[src/rtl/regfile_ctrl_pkg.sv]
// Shared types and default widths for the register-file write scheduler.
package regfile_ctrl_pkg;

  typedef enum logic {
    ST_INIT = 1'b0,
    ST_RUN  = 1'b1
  } state_t;

  localparam int DEF_DATA_W = 32;
  localparam int DEF_ADDR_W = 5;
  localparam int DEF_NREGS  = 32;

endpackage

[src/rtl/regfile_write_sched_rr_arbiter.sv]
// Round-robin arbiter: grants the first requester at or after the pointer and
// moves the pointer past the winner when the grant is consumed.
module rr_arbiter #(
  parameter int NREQ = 4
) (
  input  logic            i_clk,
  input  logic            i_rst_n,
  input  logic [NREQ-1:0] i_req,
  input  logic            i_en,
  input  logic            i_adv,
  output logic [NREQ-1:0] o_gnt
);

  localparam int PTR_W = (NREQ > 1) ? $clog2(NREQ) : 1;

  logic [PTR_W-1:0] r_ptr;
  logic [PTR_W-1:0] w_gidx;
  logic [NREQ-1:0]  w_gnt;
  logic             w_found;

  function automatic int wrap_idx(input int base, input int off);
    int s;
    s = base + off;
    return (s >= NREQ) ? s - NREQ : s;
  endfunction

  always_comb begin
    w_gnt   = '0;
    w_gidx  = '0;
    w_found = 1'b0;
    for (int off = 0; off < NREQ; off++) begin
      if (i_en && !w_found && i_req[wrap_idx(int'(r_ptr), off)]) begin
        w_found = 1'b1;
        w_gnt[wrap_idx(int'(r_ptr), off)] = 1'b1;
        w_gidx = PTR_W'(wrap_idx(int'(r_ptr), off));
      end
    end
  end

  always_ff @(posedge i_clk or negedge i_rst_n) begin
    if (!i_rst_n) begin
      r_ptr <= '0;
    end else if (i_adv) begin
      r_ptr <= (w_gidx == PTR_W'(NREQ - 1)) ? '0 : w_gidx + PTR_W'(1);
    end
  end

  assign o_gnt = w_gnt;

endmodule

[src/rtl/regfile_write_sched.sv]
// Register-file write-port scheduler: zero sweep after reset, then round-robin
// sharing of the write port. ZERO_REG_PROTECT_EN suppresses run-time writes to register 0.
module regfile_write_sched
  import regfile_ctrl_pkg::*;
#(
  parameter int NREQ   = 4,
  parameter int DATA_W = DEF_DATA_W,
  parameter int ADDR_W = DEF_ADDR_W,
  parameter int NREGS  = DEF_NREGS
) (
  input  logic                   clk,
  input  logic                   Reset,
  input  logic [NREQ-1:0]        req_valid,
  output logic [NREQ-1:0]        req_ready,
  input  logic [NREQ*ADDR_W-1:0] req_addr,
  input  logic [NREQ*DATA_W-1:0] req_data,
  output logic [ADDR_W-1:0]      WrtAdd,
  output logic [DATA_W-1:0]      DIn,
  output logic                   Wenable,
  output logic                   init_done
);

  state_t              r_state;
  state_t              w_state_nxt;
  logic [ADDR_W-1:0]   r_cnt;
  logic                r_init_done;
  logic [ADDR_W-1:0]   r_wrtadd;
  logic [DATA_W-1:0]   r_din;
  logic                r_wen;
  logic [NREQ-1:0]     w_gnt;
  logic                w_xfer;
  logic                w_wen_run;
  logic [ADDR_W-1:0]   w_addr_sel;
  logic [DATA_W-1:0]   w_data_sel;

  rr_arbiter #(.NREQ(NREQ)) u_arb (
    .i_clk   (clk),
    .i_rst_n (Reset),
    .i_req   (req_valid),
    .i_en    (r_state == ST_RUN),
    .i_adv   (w_xfer),
    .o_gnt   (w_gnt)
  );

  assign w_xfer    = |w_gnt;
  assign req_ready = w_gnt;

  always_comb begin
    w_state_nxt = r_state;
    if (r_state == ST_INIT && r_cnt == ADDR_W'(NREGS - 1)) begin
      w_state_nxt = ST_RUN;
    end
  end

  always_comb begin
    w_addr_sel = '0;
    w_data_sel = '0;
    for (int i = 0; i < NREQ; i++) begin
      if (w_gnt[i]) begin
        w_addr_sel = req_addr[i*ADDR_W +: ADDR_W];
        w_data_sel = req_data[i*DATA_W +: DATA_W];
      end
    end
  end

`ifdef ZERO_REG_PROTECT_EN
  // The handshake still completes; only the physical write is withheld.
  assign w_wen_run = w_xfer && (w_addr_sel != '0);
`else
  assign w_wen_run = w_xfer;
`endif

  always_ff @(posedge clk or negedge Reset) begin
    if (!Reset) begin
      r_state     <= ST_INIT;
      r_cnt       <= '0;
      r_init_done <= 1'b0;
    end else begin
      r_state <= w_state_nxt;
      if (r_state == ST_INIT) begin
        r_cnt <= r_cnt + ADDR_W'(1);
      end
      if (r_state == ST_RUN) begin
        r_init_done <= 1'b1;
      end
    end
  end

  always_ff @(posedge clk or negedge Reset) begin
    if (!Reset) begin
      r_wen    <= 1'b0;
      r_wrtadd <= '0;
      r_din    <= '0;
    end else if (r_state == ST_INIT) begin
      r_wen    <= 1'b1;
      r_wrtadd <= r_cnt;
      r_din    <= '0;
    end else begin
      r_wen <= w_wen_run;
      if (w_xfer) begin
        r_wrtadd <= w_addr_sel;
        r_din    <= w_data_sel;
      end
    end
  end

  assign WrtAdd    = r_wrtadd;
  assign DIn       = r_din;
  assign Wenable   = r_wen;
  assign init_done = r_init_done;

endmodule

[config.mk]
export PLATFORM = sky130hd
export DESIGN_NAME = regfile_write_sched
export DESIGN_NICKNAME = d
export VERILOG_FILES = /design/src/rtl/regfile_ctrl_pkg.sv /design/src/rtl/regfile_write_sched_rr_arbiter.sv /design/src/rtl/regfile_write_sched.sv
export SDC_FILE = /design/constraint.sdc
export NUM_CORES = 1
export LEC_CHECK = 0
export ABC_AREA = 1
export BUFFER_PORTS_ARGS = -buffer_cell sky130_fd_sc_hd__buf_2
export CAP_MARGIN = 20
export CORE_UTILIZATION = 30
export CTS_CLUSTER_SIZE = 30
export DETAILED_ROUTE_END_ITERATION = 16
export SETUP_SLACK_MARGIN = 0.1
export SLEW_MARGIN = 20
export SYNTH_ARGS = -nofsm -noshare
export SYNTH_HDL_FRONTEND = slang
export SYNTH_HIERARCHICAL = 1
export SYNTH_SLANG_ARGS = --single-unit
export TNS_END_PERCENT = 100
[constraint.sdc]
create_clock -name clk -period 2.34 [get_ports clk]
set_input_delay 0 -clock clk [delete_from_list [all_inputs] [get_ports clk]]
set_output_delay 0 -clock clk [all_outputs]
set_load 0.005 [all_outputs]
==> results of run 1 <==
## per-stage QoR
stage / utilization (%) / setup slack, ps / hold WS, ps / area, µm²
floorplan: - / 109 / -296 / 3840
global placement: 41.6 / -79.4 / 111 / 5090
detailed placement: 41.6 / -71.0 / 110 / 5090
CTS: 43.5 / 68.5 / 9.92 / 5310
global route: 48.6 / -119 / 31.4 / 5930
finish: 48.6 / 23.8 / 17.6 / 5930
## critical path: stages (launching register included)
cell and delay (ps):
dfrtp_2 390, inv_4 50, ha_4 300, nand3_2 130, nand2_4 120, buf_6 110
nor2_4 40, nand2_1 60, nand4_1 140, buf_4 180, nor2_4 160, nand2_4 90
nand2_8 130, clkbuf_16 170, nor2_1 40, nand2_1 50, nand2_1 50
## layout make-up
cell class,instances,area share (%)
well taps,168,3.54
repair buffers,250,29.6
clock inverters,2,0.232
multi-input cells,507,40.9
clock buffers,5,2.11
flip-flops and latches,47,19.9
inverters,50,3.67
repair inverters,1,0.0844
## state kept, by name, summed over array words and instances (netlist names)
name and cells:
Wenable 1, WrtAdd 5, DIn 32, r_state 1
init_done 1, u_arb/r_ptr 2, r_cnt 5
## logic make-up after synthesis
kind of cell | share of synthesized area [%]
compound gates | 6.68
xor+xnor | 0.458
fa+ha+maj | 3.27
buf+inv | 11.1
flops | 30.8
simple gates | 47.7
## Yosys cell counts, drive strengths merged
cell | instances | area share (%)
o21bai | 1 | 0.20
dfrtp | 47 | 31
a21oi | 43 | 5.6
nor2 | 86 | 8.8
clkbuf | 1 | 0.098
buf | 31 | 6.0
inv | 50 | 5.0
o21a | 1 | 0.20
ha | 10 | 3.3
nand2 | 297 | 30
xor2 | 2 | 0.46
o21ai | 5 | 0.65
nand3 | 54 | 7.8
or2 | 3 | 0.49
nand4 | 5 | 0.82
## per-layer routing
metal / GRT usage (%) / wire (µm) / vias up
met2: 34.8 / 7200 / 206
met5: 0 / 0 / -
met4: 6.75 / 322 / 0
met1: 25.6 / 6710 / 2148
met3: 3.32 / 1090 / 19
li1: - / - / 2412
## worst max path at each step
stage / start / end / slack (ps) / depth (start not counted)
floorplan: u_arb/r_ptr[0] / DIn[22] / 110 / 16
global placement: u_arb/r_ptr[0] / DIn[31] / -80 / 15
detailed placement: u_arb/r_ptr[0] / DIn[31] / -70 / 15
CTS: u_arb/r_ptr[0] / DIn[31] / 70 / 16
global route: u_arb/r_ptr[0] / DIn[16] / -120 / 13
finish: u_arb/r_ptr[0] / DIn[4] / 20 / 16
## timing repair
action | CTS | global route
endpoints found under the hold margin | 29 | 0
pin swaps | 3 | 27
resized for setup | 12 | 80
hold buffers | 1 | 0
gates cloned | 0 | 13
endpoints found under the setup margin | 40 | 43
buffers inserted | 4 | 10
==> flow_summary.toml, run 1 <==
[worst_setup_path]
crit_type = "register to register"
reg2reg_to = "DIn[4]"
worstPathArrival_ps = 2500
crit_path_end_kind = "register"
ff2ff_path_depth = 16
start_kind = "register"
reg2reg_slack_ps = 20
critPathRequiredTime_ps = 2520
r2r_start = "u_arb/r_ptr[0]"
crit_fanout = 6

[grt]
grt_max_degree = 32
antenna_found_initial = 0
grt_overflow_total = 0
grt_pass1_vias = 4210
grt_pass1_wl_um = 20700
track_usage_pct = 20.2

[clock_network]
cts.sinks = 47
h-tree-depth = 2
cts_buffer_depth = 2
path_clk_slew_ps = 70
numCtsBuffers = 5
cts_tree = "yes"
clock_latency_ps = 290
cts-root-buf = "clkbuf_16"

[sta]
finalSetupTns_ps = 0
hold_violations = 0
setup_viol = 0
fin_worst_skew_ps = 4.90
fmax_mhz = 432
layout_min_cycle_time_ps = 2320
slew_viol_final = 0
rsz0062_at_grt = "yes"
min_period_over_period_pct = 99.0
slew_headroom_pct = 48.5
tightest_slew_ps = 772

[layout]
multi_input_area_um2 = 2420
fin_nets = 1026
fillers = 1340
area_growth_pct = 55.2
final_cell_mix = "286 x nand2_1, 194 x buf_2, 56 x nor2_1, 46 x nand3_1, 45 x dfrtp_1"
diodes = 0
seq_area_um2 = 1180
final_cells = 1030
post_route_cells_drive_above_1_share_pct = 37.4
final_common_cell = "nand2_1"

[yosys]
yosysSeqAreaShare_pct = 30.8
synth_nets = 800
synth_cell_type_count = 25
syn_area_per_cell_um2 = 6.01
yosys_register_bits = 47
synth_cells = 636
ys_warn_count = 6
syn-cell-area_um2 = 3820

[floorplanning]
chipWidth_um = 115
fp-row-count = 40
ios = 197
die_h_um = 115
start_util_pct = 31.3
core_um2 = 12200
fp.dieArea_um2 = 13200

[route]
vias_per_cell = 4.65
vias = 4785
drtIter0Drc = 403
dr.pass1.iters = 5
drc = 0
detail-route-antenna-nets = 0
drt-total-wl_um = 15300
drt-wirelength-per-cell_um = 14.9

[placed_design]
placed_cells = 995
place_hpwl_um = 9890
port_buffers = 196
gp_congestion = 0.898

[worst_hold_path]
hold_start = "req_data[70]"
hold_class = "input pin to register"
min_delay_worst_endpoint = "DIn[6]"
min_path_cells = 5

[status]
status = "finished clean"

[run]
drv_cap = 0
Power of run 1 is not shown: default switching activity piles up to over one toggle a cycle in this logic, so the estimate is an artifact.
==> run 2: changes to the inputs <==
--- a/config.mk
+++ b/config.mk
@@ -5,7 +5,7 @@
 export SDC_FILE = /design/constraint.sdc
 export NUM_CORES = 1
 export LEC_CHECK = 0
-export ABC_AREA = 1
+export ABC_AREA = 0
 export BUFFER_PORTS_ARGS = -buffer_cell sky130_fd_sc_hd__buf_2
 export CAP_MARGIN = 20
 export CORE_UTILIZATION = 30
==> run 2 against run 1 <==
The flow now finishes with violations (setup timing). Clock skew about the same. Area after synthesis fell by 1.4%. Synthesized cell count down 37%. Sequential share of layout area grew 0.60 points. Setup slack worse by 570 ps. Cell count is 22% lower. Non-clock buffer count rose by 11. Critical path type unchanged.
==> flow_summary.toml, run 2 <==
[sta]
layout_min_cycle_time_ps = 2890
fmax_mhz = 347
rsz0062_at_grt = "yes"
min_period_over_period_pct = 123
slew_viol_final = 0
fin_worst_skew_ps = 4.45
slew_headroom_pct = 57.0
hold_violations = 0
tightest_slew_ps = 645
timing.hold.ws_ps = 38.4
fin_ws_ps = -546
setup_viol = 43

[yosys]
synth_top_area_share_pct = 31.2
async_flop_share_pct = 100
synth_cell_type_count = 48
synth_nets = 563
syn-cell-area_um2 = 3770
syn_area_per_cell_um2 = 9.45
synth_cells = 399
yosysSeqAreaShare_pct = 31.2
yosys.area.top_type = "dfrtp_1"
ys_warn_count = 6
synthTopCellsByArea = "dfrtp_1 31%, o211ai_2 10%, a32o_1 8.5%, nand3b_1 7.4%, a21oi_1 5.8%"
synth_flop_cell = "dfrtp_1"
synth_common_cells = "47 x dfrtp_1, 46 x inv_1, 44 x a21oi_1, 37 x nand3b_1, 32 x a32o_1"
yosys_register_bits = 47
synth_edf_count = 0
synth_most_common_cell = "dfrtp_1"

[worst_setup_path]
r2r_start = "u_arb/r_ptr[0]"
ff2ff_path_depth = 11
crit_fanout = 8
startpoint = "u_arb/r_ptr[0]"
worstPathArrival_ps = 3110
reg2reg_to = "DIn[20]"
crit_type = "register to register"
slowest_stage = "dfrtp_2"
cpLargestDelayFamily = "simple AND/OR/NAND/NOR gates"
reg2reg_slack_ps = -550
cpPeakStageDelay_ps = 450
start_kind = "register"
critPathRequiredTime_ps = 2560
crit_path_end_kind = "register"
crit_buf_inv = 3
worstPathCellList = "inv_4 -> ha_4 -> mux4_2 -> nor2b_4 -> and3_4 -> a221o_2 -> buf_6 -> nor4_4 -> and2_4 -> clkbuf_16 -> a32o_1"

[layout]
fillers = 1196
largest_reg_flops = 32
seq_area_um2 = 1180
final_cell_mix = "195 x buf_2, 46 x dfrtp_1, 46 x buf_4, 43 x inv_1, 37 x nand3b_1"
fin_nets = 795
post_route_cells_drive_above_1_share_pct = 56.5
postLayoutCoreUtil_pct = 47.5
multi_input_area_um2 = 2380
area_growth_pct = 52.7
final_common_cell = "buf_2"

[grt]
grt_overflow_total = 0
track_usage_pct = 20.3
grt_pass1_wl_um = 20600
antenna_found_initial = 0
grt_pass1_vias = 4109
grt_max_degree = 48

[power_and_ir_drop]
p_leak_nw = 2.84
ir_drop_mv = 0.910
powerDensity_nw_per_um2 = 2030
power_mw = 11.7

[clock_network]
cts.sinks = 47
cts-root-buf = "clkbuf_16"
cts_tree = "yes"
numCtsBuffers = 5
cts_buffer_depth = 2
h-tree-depth = 2
clock_latency_ps = 280
path_clk_slew_ps = 70

[placed_design]
place_hpwl_um = 9920
place_ws_ps = -776
port_buffers = 196
gp_congestion = 0.899

[route]
drt-total-wl_um = 13500
vias = 4062
dr.pass1.iters = 4
drtIter0Drc = 357
drc = 0
detail-route-antenna-nets = 0
vias_per_cell = 5.07
drt-wirelength-per-cell_um = 16.8

[floorplanning]
fp.dieArea_um2 = 13000
ios = 197
fp-row-count = 40
core_um2 = 12100
start_util_pct = 31.1
chipWidth_um = 114
die_h_um = 114

[worst_hold_path]
hold_start = "req_addr[15]"
min_path_cells = 3
min_delay_worst_endpoint = "WrtAdd[0]"
hold_class = "input pin to register"

[run]
drv_cap = 0

[status]
status = "finished with violations"
violations = "setup timing"
[run 2: cell types whose count changed after synthesis, sizes merged, moves of 31 or more]
cell and delta:
o211ai +34, nand3b +37, a32o +32, nand2 -283, nor2 -81, nand3 -52, nand2b +31
[run 2: area by class of cell]
cell class	count	area share (%)
diodes	1	0.0435
clock buffers	6	2.41
clock inverters	2	0.283
inverters	46	3.09
multi-input cells	270	41.4
flip-flops and latches	47	20.5
well taps	168	3.65
repair buffers	261	28.7
[run 2: worst max path at each step]
stage | to | slack, ps | cells past startpoint
finish | DIn[20] | -550 | 11
detailed placement | DIn[17] | -780 | 11
global placement | WrtAdd[1] | -660 | 11
global route | DIn[26] | -650 | 11
floorplan | DIn[0] | -680 | 12
CTS | WrtAdd[3] | -540 | 11
[run 2: cells by family (layout without fill, tap and decap cells)]
family	after synthesis	count (layout)	share of synthesized area, %
other	0	1	0
AOI/OAI and AO/OA	137	137	31.3
muxes	9	9	3.85
DFF	47	47	31.2
adders and majority gates	10	10	3.32
buffers and inverters	82	315	10.2
and+or+nand+nor	111	111	19.4
xor gates and xnor gates	3	3	0.697
[run 2: repair_timing]
item / CTS / global route
buffers inserted: 5 / 4
resized for setup: 38 / 19
endpoints found under the setup margin: 44 / 44
cloned: 1 / 2
hold endpoints to repair: 47 / 0
pin swaps: 6 / 6
hold buffers: 1 / 0
[run 2: routing by layer]
| layer | track usage, % | vias to the layer above | wire length (µm) |
|---|---|---|---|
| li1 | - | 1935 | - |
| met1 | 25.3 | 1950 | 5580 |
| met2 | 35.7 | 163 | 6680 |
| met3 | 3.12 | 14 | 1010 |
| met4 | 6.41 | 0 | 206 |
| met5 | 0 | - | 0 |
[run 2: tightest hold or removal path, stage by stage]
cell and delay, ps:
buf_2 80, a211oi_1 70, a21oi_2 120
[run 2: where the power goes]
| group | total (mW) | internal (mW) | switching, mW |
|---|---|---|---|
| logic | 9.53 | 4.94 | 4.59 |
| clock network | 0.748 | 0.428 | 0.320 |
| registers | 1.42 | 1.24 | 0.180 |
| total | 11.7 | 6.61 | 5.09 |
[run 2: stage by stage]
step	TNS, ps	cell area [µm²]	cells
final	-21620	5750	801
after global routing	-26030	5750	800
after CTS	-21040	5600	794
after detailed placement	-28130	5240	780
after global placement	-24080	5240	780
after floorplan	-26360	3830	399
(Power assumes the default switching activity.)
